`config.mk`:
```
export PLATFORM = sky130hd
export DESIGN_NAME = wishbone_ctrl_pipelined
export DESIGN_NICKNAME = d
export VERILOG_FILES = /design/src/rtl/wishbone_pkg.sv /design/src/rtl/wb_outstanding_cnt.sv /design/src/rtl/wishbone_ctrl_pipelined.sv
export SDC_FILE = /design/constraint.sdc
export NUM_CORES = 1
export LEC_CHECK = 0
export BUFFER_PORTS_ARGS = -buffer_cell sky130_fd_sc_hd__buf_2
export CORE_ASPECT_RATIO = 0.5
export CORE_MARGIN = 5
export CORE_UTILIZATION = 51
export CTS_CLUSTER_DIAMETER = 50
export DETAILED_ROUTE_END_ITERATION = 8
export PLACE_DENSITY = 0.85
export RECOVER_POWER = 50
export SYNTH_ARGS = -nofsm -noshare
export SYNTH_HDL_FRONTEND = slang
export SYNTH_SLANG_ARGS = --single-unit
```
`constraint.sdc`:
```
create_clock -name clk_i -period 4.3 [get_ports clk_i]
set_clock_uncertainty 0.15 [all_clocks]
set_input_delay 0.215 -clock clk_i [delete_from_list [all_inputs] [get_ports clk_i]]
set_output_delay 0.215 -clock clk_i [all_outputs]
set_load 0.005 [all_outputs]
```
`src/rtl/wishbone_pkg.sv`:
```
// Shared Wishbone request/response types for the pipelined controller.
// Struct field widths follow the localparams below; the controller's width parameters default to them.
package wishbone_pkg;

    localparam int WB_ADR_W = 32;
    localparam int WB_DAT_W = 8;
    localparam int WB_SEL_W = WB_DAT_W / 8;
    // Wide enough for MAX_OUTSTANDING up to 15
    localparam int CNT_W    = 4;

    typedef struct packed {
        logic                we;
        logic [WB_ADR_W-1:0] adr;
        logic [WB_DAT_W-1:0] dat;
        logic [WB_SEL_W-1:0] sel;
    } wb_req_t;

    typedef struct packed {
        logic [WB_DAT_W-1:0] dat;
        logic                err;
    } wb_rsp_t;

endpackage

```
`src/rtl/wb_outstanding_cnt.sv`:
```
// Count of strobes issued on the bus and not yet terminated by ack/err.
// Updates on the clock edge; clr wins over inc/dec, and simultaneous inc+dec leave count unchanged.
module wb_outstanding_cnt
    import wishbone_pkg::*;
#(
    parameter int MAX = 4
) (
    input  logic             clk_i,
    input  logic             rst_ni,
    input  logic             inc,
    input  logic             dec,
    input  logic             clr,
    output logic [CNT_W-1:0] count,
    output logic             full
);

    always_ff @(posedge clk_i or negedge rst_ni) begin
        if (!rst_ni) begin
            count <= '0;
        end else if (clr) begin
            count <= '0;
        end else if (inc && !dec) begin
            count <= count + CNT_W'(1);
        end else if (dec && !inc) begin
            count <= count - CNT_W'(1);
        end
    end

    assign full = (count >= CNT_W'(MAX));

endmodule

```
`src/rtl/wishbone_ctrl_pipelined.sv`:
```
// Pipelined Wishbone B4 master: cmd -> stb 1 cycle, ack/err -> rsp_valid 1 cycle; cmd_ready drops on stall or outstanding limit.
// Define WB_CTRL_TIMEOUT_EN to add the bus timeout that abandons a cycle after TIMEOUT_CYCLES quiet cycles.
module wishbone_ctrl_pipelined
    import wishbone_pkg::*;
#(
    parameter int ADR_WIDTH       = WB_ADR_W,
    parameter int DAT_WIDTH       = WB_DAT_W,
    parameter int MAX_OUTSTANDING = 4,
    parameter int TIMEOUT_CYCLES  = 255
) (
    input  logic                   clk_i,
    input  logic                   rst_ni,
    input  logic                   cmd_valid_i,
    output logic                   cmd_ready_o,
    input  logic                   cmd_we_i,
    input  logic [ADR_WIDTH-1:0]   cmd_adr_i,
    input  logic [DAT_WIDTH-1:0]   cmd_dat_i,
    input  logic [DAT_WIDTH/8-1:0] cmd_sel_i,
    output logic                   rsp_valid_o,
    output logic [DAT_WIDTH-1:0]   rsp_dat_o,
    output logic                   rsp_err_o,
    output logic                   timeout_o,
    output logic                   wb_cyc_o,
    output logic                   wb_stb_o,
    output logic                   wb_we_o,
    output logic [ADR_WIDTH-1:0]   wb_adr_o,
    output logic [DAT_WIDTH-1:0]   wb_dat_o,
    output logic [DAT_WIDTH/8-1:0] wb_sel_o,
    input  logic [DAT_WIDTH-1:0]   wb_dat_i,
    input  logic                   wb_ack_i,
    input  logic                   wb_err_i,
    input  logic                   wb_stall_i
);

    wb_req_t          req_q;
    wb_rsp_t          rsp_q;
    logic             stb_q;
    logic             rsp_vld_q;
    logic [CNT_W-1:0] out_cnt;
    logic [CNT_W:0]   inflight;
    logic             cnt_full;
    logic             accept;
    logic             issue;
    logic             bus_done;
    logic             rsp_ev;
    logic             tmo_hit;

    assign bus_done = wb_ack_i || wb_err_i;
    // A termination with nothing outstanding is stray and must not produce a response
    assign rsp_ev   = bus_done && (out_cnt != '0);
    assign issue    = stb_q && !wb_stall_i;
    assign inflight = {1'b0, out_cnt} + {{CNT_W{1'b0}}, stb_q};

    assign cmd_ready_o = rst_ni && !tmo_hit && (!stb_q || !wb_stall_i) && !cnt_full &&
                         (inflight < (CNT_W+1)'(MAX_OUTSTANDING));
    assign accept      = cmd_valid_i && cmd_ready_o;

    wb_outstanding_cnt #(
        .MAX (MAX_OUTSTANDING)
    ) u_out_cnt (
        .clk_i  (clk_i),
        .rst_ni (rst_ni),
        .inc    (issue),
        .dec    (rsp_ev),
        .clr    (tmo_hit),
        .count  (out_cnt),
        .full   (cnt_full)
    );

    always_ff @(posedge clk_i or negedge rst_ni) begin
        if (!rst_ni) begin
            req_q <= '0;
            stb_q <= 1'b0;
        end else if (tmo_hit) begin
            stb_q <= 1'b0;
        end else if (accept) begin
            req_q <= '{we: cmd_we_i, adr: cmd_adr_i, dat: cmd_dat_i, sel: cmd_sel_i};
            stb_q <= 1'b1;
        end else if (issue) begin
            stb_q <= 1'b0;
        end
    end

    // A timeout in the same cycle as a late ack still drops the transfer
    always_ff @(posedge clk_i or negedge rst_ni) begin
        if (!rst_ni) begin
            rsp_vld_q <= 1'b0;
            rsp_q     <= '0;
        end else begin
            rsp_vld_q <= rsp_ev && !tmo_hit;
            if (rsp_ev) begin
                rsp_q <= '{dat: wb_dat_i, err: wb_err_i};
            end
        end
    end

`ifdef WB_CTRL_TIMEOUT_EN
    localparam int TMO_W = $clog2(TIMEOUT_CYCLES + 1);

    logic [TMO_W-1:0] tmo_cnt;
    logic             tmo_q;

    assign tmo_hit = (tmo_cnt == TMO_W'(TIMEOUT_CYCLES));

    always_ff @(posedge clk_i or negedge rst_ni) begin
        if (!rst_ni) begin
            tmo_cnt <= '0;
            tmo_q   <= 1'b0;
        end else begin
            tmo_q <= tmo_hit;
            if (tmo_hit || !wb_cyc_o || bus_done) begin
                tmo_cnt <= '0;
            end else begin
                tmo_cnt <= tmo_cnt + TMO_W'(1);
            end
        end
    end

    assign timeout_o = tmo_q;
`else
    assign tmo_hit   = 1'b0;
    assign timeout_o = 1'b0;
`endif

    assign wb_stb_o    = stb_q;
    assign wb_cyc_o    = stb_q || (out_cnt != '0);
    assign wb_we_o     = stb_q && req_q.we;
    assign wb_adr_o    = req_q.adr;
    assign wb_dat_o    = req_q.dat;
    assign wb_sel_o    = req_q.sel;
    assign rsp_valid_o = rsp_vld_q;
    assign rsp_dat_o   = rsp_q.dat;
    assign rsp_err_o   = rsp_q.err;

endmodule

```
==> impl_metrics.prom <==
# TYPE chip_impl_metric gauge
chip_impl_metric{name="wirelength",unit="mm"} 6.11
chip_impl_metric{name="met2WireLength",unit="mm"} 3.49
chip_impl_metric{name="ctsHoldBuffers",unit=""} 53
chip_impl_info{name="worst_hold_startpoint",value="wb_ack_i"} 1
chip_impl_metric{name="share_seq_of_total_power",unit="%"} 42.4
chip_impl_metric{name="wl_per_cell",unit="um"} 15.4
chip_impl_metric{name="power.internal",unit="W"} 0.00155
chip_impl_metric{name="synthesis.area",unit="um^2"} 2650
chip_impl_info{name="r2r-end",value="u_out_cnt.count[3]"} 1
chip_impl_metric{name="floorplan.rows",unit=""} 18
chip_impl_info{name="clock-root-buffer",value="clkbuf_8"} 1
chip_impl_metric{name="fp.dieH",unit="um"} 61.0
chip_impl_metric{name="synthesis_to_layout_area_growth",unit="%"} 37.5
chip_impl_metric{name="initial_drc_count",unit=""} 69
chip_impl_metric{name="globalRouteTotalUtil",unit="%"} 19.3
chip_impl_metric{name="timing.critical_path.fanout_max",unit=""} 10
chip_impl_info{name="top_layer",value="met4"} 1
chip_impl_metric{name="drt-vias-per-instance",unit=""} 4.73
chip_impl_metric{name="first_pass_grt_wire_length",unit="mm"} 10.0
chip_impl_metric{name="hold_viol",unit=""} 0
chip_impl_metric{name="horizontal_die_dimension",unit="um"} 112
chip_impl_metric{name="final_nets",unit=""} 382
chip_impl_metric{name="hpwlAfterDp",unit="mm"} 3.91
chip_impl_metric{name="total_routed_wire_length_on_the_met1_layer",unit="mm"} 2.16
chip_impl_info{name="worstHoldEndpoint",value="rsp_err_o"} 1
chip_impl_metric{name="report.final.setup_viol",unit=""} 0
chip_impl_metric{name="numCtsBuffers",unit=""} 9
chip_impl_metric{name="postCtsResizedCells",unit=""} 0
chip_impl_metric{name="rel_slew_slack",unit="%"} 52.7
chip_impl_metric{name="power_density",unit="nW/um^2"} 616
chip_impl_metric{name="final.period_utilization",unit="%"} 76.3
chip_impl_metric{name="clock_tree.buffer_depth",unit=""} 2
chip_impl_metric{name="timing.setup.tns",unit="ns"} 0
chip_impl_metric{name="worst_hold_slack",unit="ns"} 0.0803
chip_impl_metric{name="place_inst",unit=""} 328
chip_impl_metric{name="postCtsSetupRepairBufs",unit=""} 0
chip_impl_metric{name="worst_ep_arrival_time",unit="ns"} 3.33
chip_impl_metric{name="ys_seq_area_share",unit="%"} 53.8
chip_impl_metric{name="power.clock.fraction",unit="%"} 22.8
chip_impl_info{name="clock_tree_from_tritoncts",value="yes"} 1
chip_impl_metric{name="timing.final.crit_period",unit="ns"} 3.28
chip_impl_metric{name="ctsHtreeMaxLevel",unit=""} 3
chip_impl_metric{name="firstDrtPassIters",unit=""} 4
chip_impl_metric{name="yosys_register_bits",unit=""} 57
chip_impl_metric{name="die_area",unit="um^2"} 6820
chip_impl_info{name="layout_commonest_cell",value="buf_2"} 1
chip_impl_metric{name="net_load_switching_power",unit="W"} 0.000689
chip_impl_metric{name="yosys.cell_types.count",unit=""} 31
chip_impl_metric{name="pin_count",unit=""} 112
chip_impl_metric{name="clock_sink_count",unit=""} 57
chip_impl_metric{name="finalWeightedCongestion",unit=""} 0.789
chip_impl_metric{name="met3_length",unit="um"} 323
chip_impl_metric{name="stdcell_area",unit="um^2"} 3640
chip_impl_metric{name="net_switching_share_of_the_total_power",unit="%"} 30.7
chip_impl_metric{name="n_fill_cell",unit=""} 353
chip_impl_info{name="end_kind",value="register"} 1
chip_impl_metric{name="initial_standard_cell_utilization_of_the_core",unit="%"} 53.2
chip_impl_metric{name="max-vdd-ir-drop",unit="mV"} 0.318
chip_impl_metric{name="synthesized_area_per_cell",unit="um^2"} 13.7
chip_impl_metric{name="timing_worst_slew_pin_value",unit="ns"} 0.710
chip_impl_metric{name="achievable-frequency",unit="GHz"} 0.305
chip_impl_metric{name="clock_latency",unit="ns"} 0.32
chip_impl_metric{name="overflow",unit=""} 0
chip_impl_metric{name="syn_inst",unit=""} 193
chip_impl_info{name="outcome",value="completed"} 1
chip_impl_metric{name="hold_path_depth",unit=""} 3
chip_impl_info{name="grt_setup_unrepaired",value="false"} 1
chip_impl_info{name="worstReg2RegStart",value="u_out_cnt.count[3]"} 1
chip_impl_metric{name="mappedNetlistNets",unit=""} 253
chip_impl_info{name="critical_path_launch_point_type",value="register"} 1
chip_impl_metric{name="antenna_violations_before_repair",unit=""} 0
chip_impl_metric{name="pin_count_of_the_biggest_net_entering_global_routing",unit=""} 59
chip_impl_metric{name="grt_pass1_vias",unit=""} 2158
chip_impl_metric{name="post-route-drc-count",unit=""} 0
chip_impl_metric{name="dr_total_vias",unit=""} 1879
chip_impl_metric{name="final_core_utilization",unit="%"} 73.2
chip_impl_info{name="criticalPathCategory",value="reg2reg"} 1
chip_impl_metric{name="buffer_ports.inserted",unit=""} 110
chip_impl_metric{name="worst-r2r-setup-slack",unit="ns"} 1.02
chip_impl_metric{name="num_antenna_cells",unit=""} 0
chip_impl_metric{name="stdcell_count",unit=""} 397
chip_impl_metric{name="rr_worst_depth",unit=""} 9
chip_impl_metric{name="synth-warning-count",unit=""} 0
chip_impl_metric{name="detail-route-antenna-nets",unit=""} 0
chip_impl_metric{name="placed_cell_area",unit="um^2"} 2940
chip_impl_metric{name="required",unit="ns"} 4.35
chip_impl_metric{name="static-leakage-power",unit="nW"} 1.68
chip_impl_metric{name="finalMaxSlewViolations",unit=""} 0
chip_impl_metric{name="comb_power_share",unit="%"} 34.9
chip_impl_info{name="layout_common_cells",value="buf_2 (80), dfrtp_1 (57), dlygate4sd3_1 (53)"} 1
chip_impl_metric{name="core_box_area",unit="um^2"} 4980
chip_impl_info{name="hp-class",value="in2reg"} 1
chip_impl_metric{name="layout-drive-gt1-share",unit="%"} 44.6
chip_impl_metric{name="clk_pin_slew_worst_paths",unit="ns"} 0.06
chip_impl_metric{name="cap_violations",unit=""} 0
## per-stage QoR
step,setup WS (ns),total power [W]
2_1_floorplan,1.39,0.00163
3_3_place_gp,1.30,0.00167
3_5_place_dp,1.04,0.00173
4_1_cts,1.04,0.00228
5_1_grt,0.819,0.00239
6_report,1.02,0.00224
## layout make-up
cell class	count	area, um^2	area share [%]
Timing Repair Buffer	165	1060	29.1
Inverter	2	7.51	0.206
Sequential cell	57	1430	39.2
Multi-Input combinational cell	87	853	23.4
Clock buffer	14	173	4.74
Tap cell	70	87.6	2.41
Clock inverter	2	35.0	0.962
## sequential cells by signal (all words and copies together) (netlist names)
signal,flops
wb_stb_o,1
rsp_valid_o,1
u_out_cnt.count,4
rsp_err_o,1
rsp_dat_o,8
wb_dat_o,8
req_q,1
wb_sel_o,1
wb_adr_o,32
## metal layers
metal | vias up | track usage [%]
met2 | 62 | 38.5
met3 | 12 | 6.77
met5 | - | 0
met1 | 920 | 18.7
li1 | 885 | -
met4 | 0 | 9.01
## Yosys cell counts, drive strengths merged
library cell	count	area, um^2
a2111o	1	11.3
a2111oi	1	27.5
a21o	2	15.0
a21oi	3	15.0
a22o	1	8.76
and2	1	6.26
buf	46	358
clkbuf	1	3.75
conb	1	3.75
dfrtp	57	1430
fa	1	20.0
ha	3	37.5
inv	2	7.51
mux2	51	574
mux2i	1	10.0
nand2	5	18.8
nand3	2	10.0
nand3b	1	7.51
nor2	1	3.75
nor2b	1	6.26
nor3	1	5.00
o211ai	2	15.0
o21a	1	7.51
o21ai	1	5.00
or2	1	6.26
or3	1	6.26
or4	2	15.0
xnor2	2	17.5
## cell families after synthesis
logic type,count (synthesis),share of synthesized area (%)
AND/OR/NAND/NOR,16,3.21
other,1,0.142
multiplexers,52,22.1
flip-flops,57,53.8
buffers and inverters,49,13.9
AO/OA/AOI/OAI,12,3.97
XOR/XNOR,2,0.661
adder cells (fa/ha/maj),4,2.17
## worst max-delay path by stage
stage	start	end	slack [ns]	cells past startpoint
final	u_out_cnt.count[3]	u_out_cnt.count[3]	1.02	9
after global routing	u_out_cnt.count[3]	u_out_cnt.count[3]	0.82	9
after CTS	u_out_cnt.count[3]	u_out_cnt.count[3]	1.04	9
after global placement	u_out_cnt.count[2]	u_out_cnt.count[3]	1.30	9
after detailed placement	u_out_cnt.count[2]	u_out_cnt.count[3]	1.04	9
after floorplan	u_out_cnt.count[2]	u_out_cnt.count[3]	1.39	10
## worst max-delay path, cell delays in order (launching register included)
cell and delay [ns]:
dfrtp_1 0.46, or4_1 0.61, o21a_1 0.28, inv_1 0.11, ha_1 0.25, inv_1 0.13, ha_1 0.37, or4_1 0.51
o211ai_1 0.15, o211ai_1 0.13
## power by group through the flow
stage	Combinational, W	Clock (W)	Sequential [W]
after global routing	0.000858	0.000549	0.000987
after floorplan	0.000709	0	0.000916
final	0.000782	0.000511	0.000950
after detailed placement	0.000781	0	0.000951
after CTS	0.000819	0.000521	0.000943
after global placement	0.000743	0	0.000926
Power figures use the tool's default switching activity.
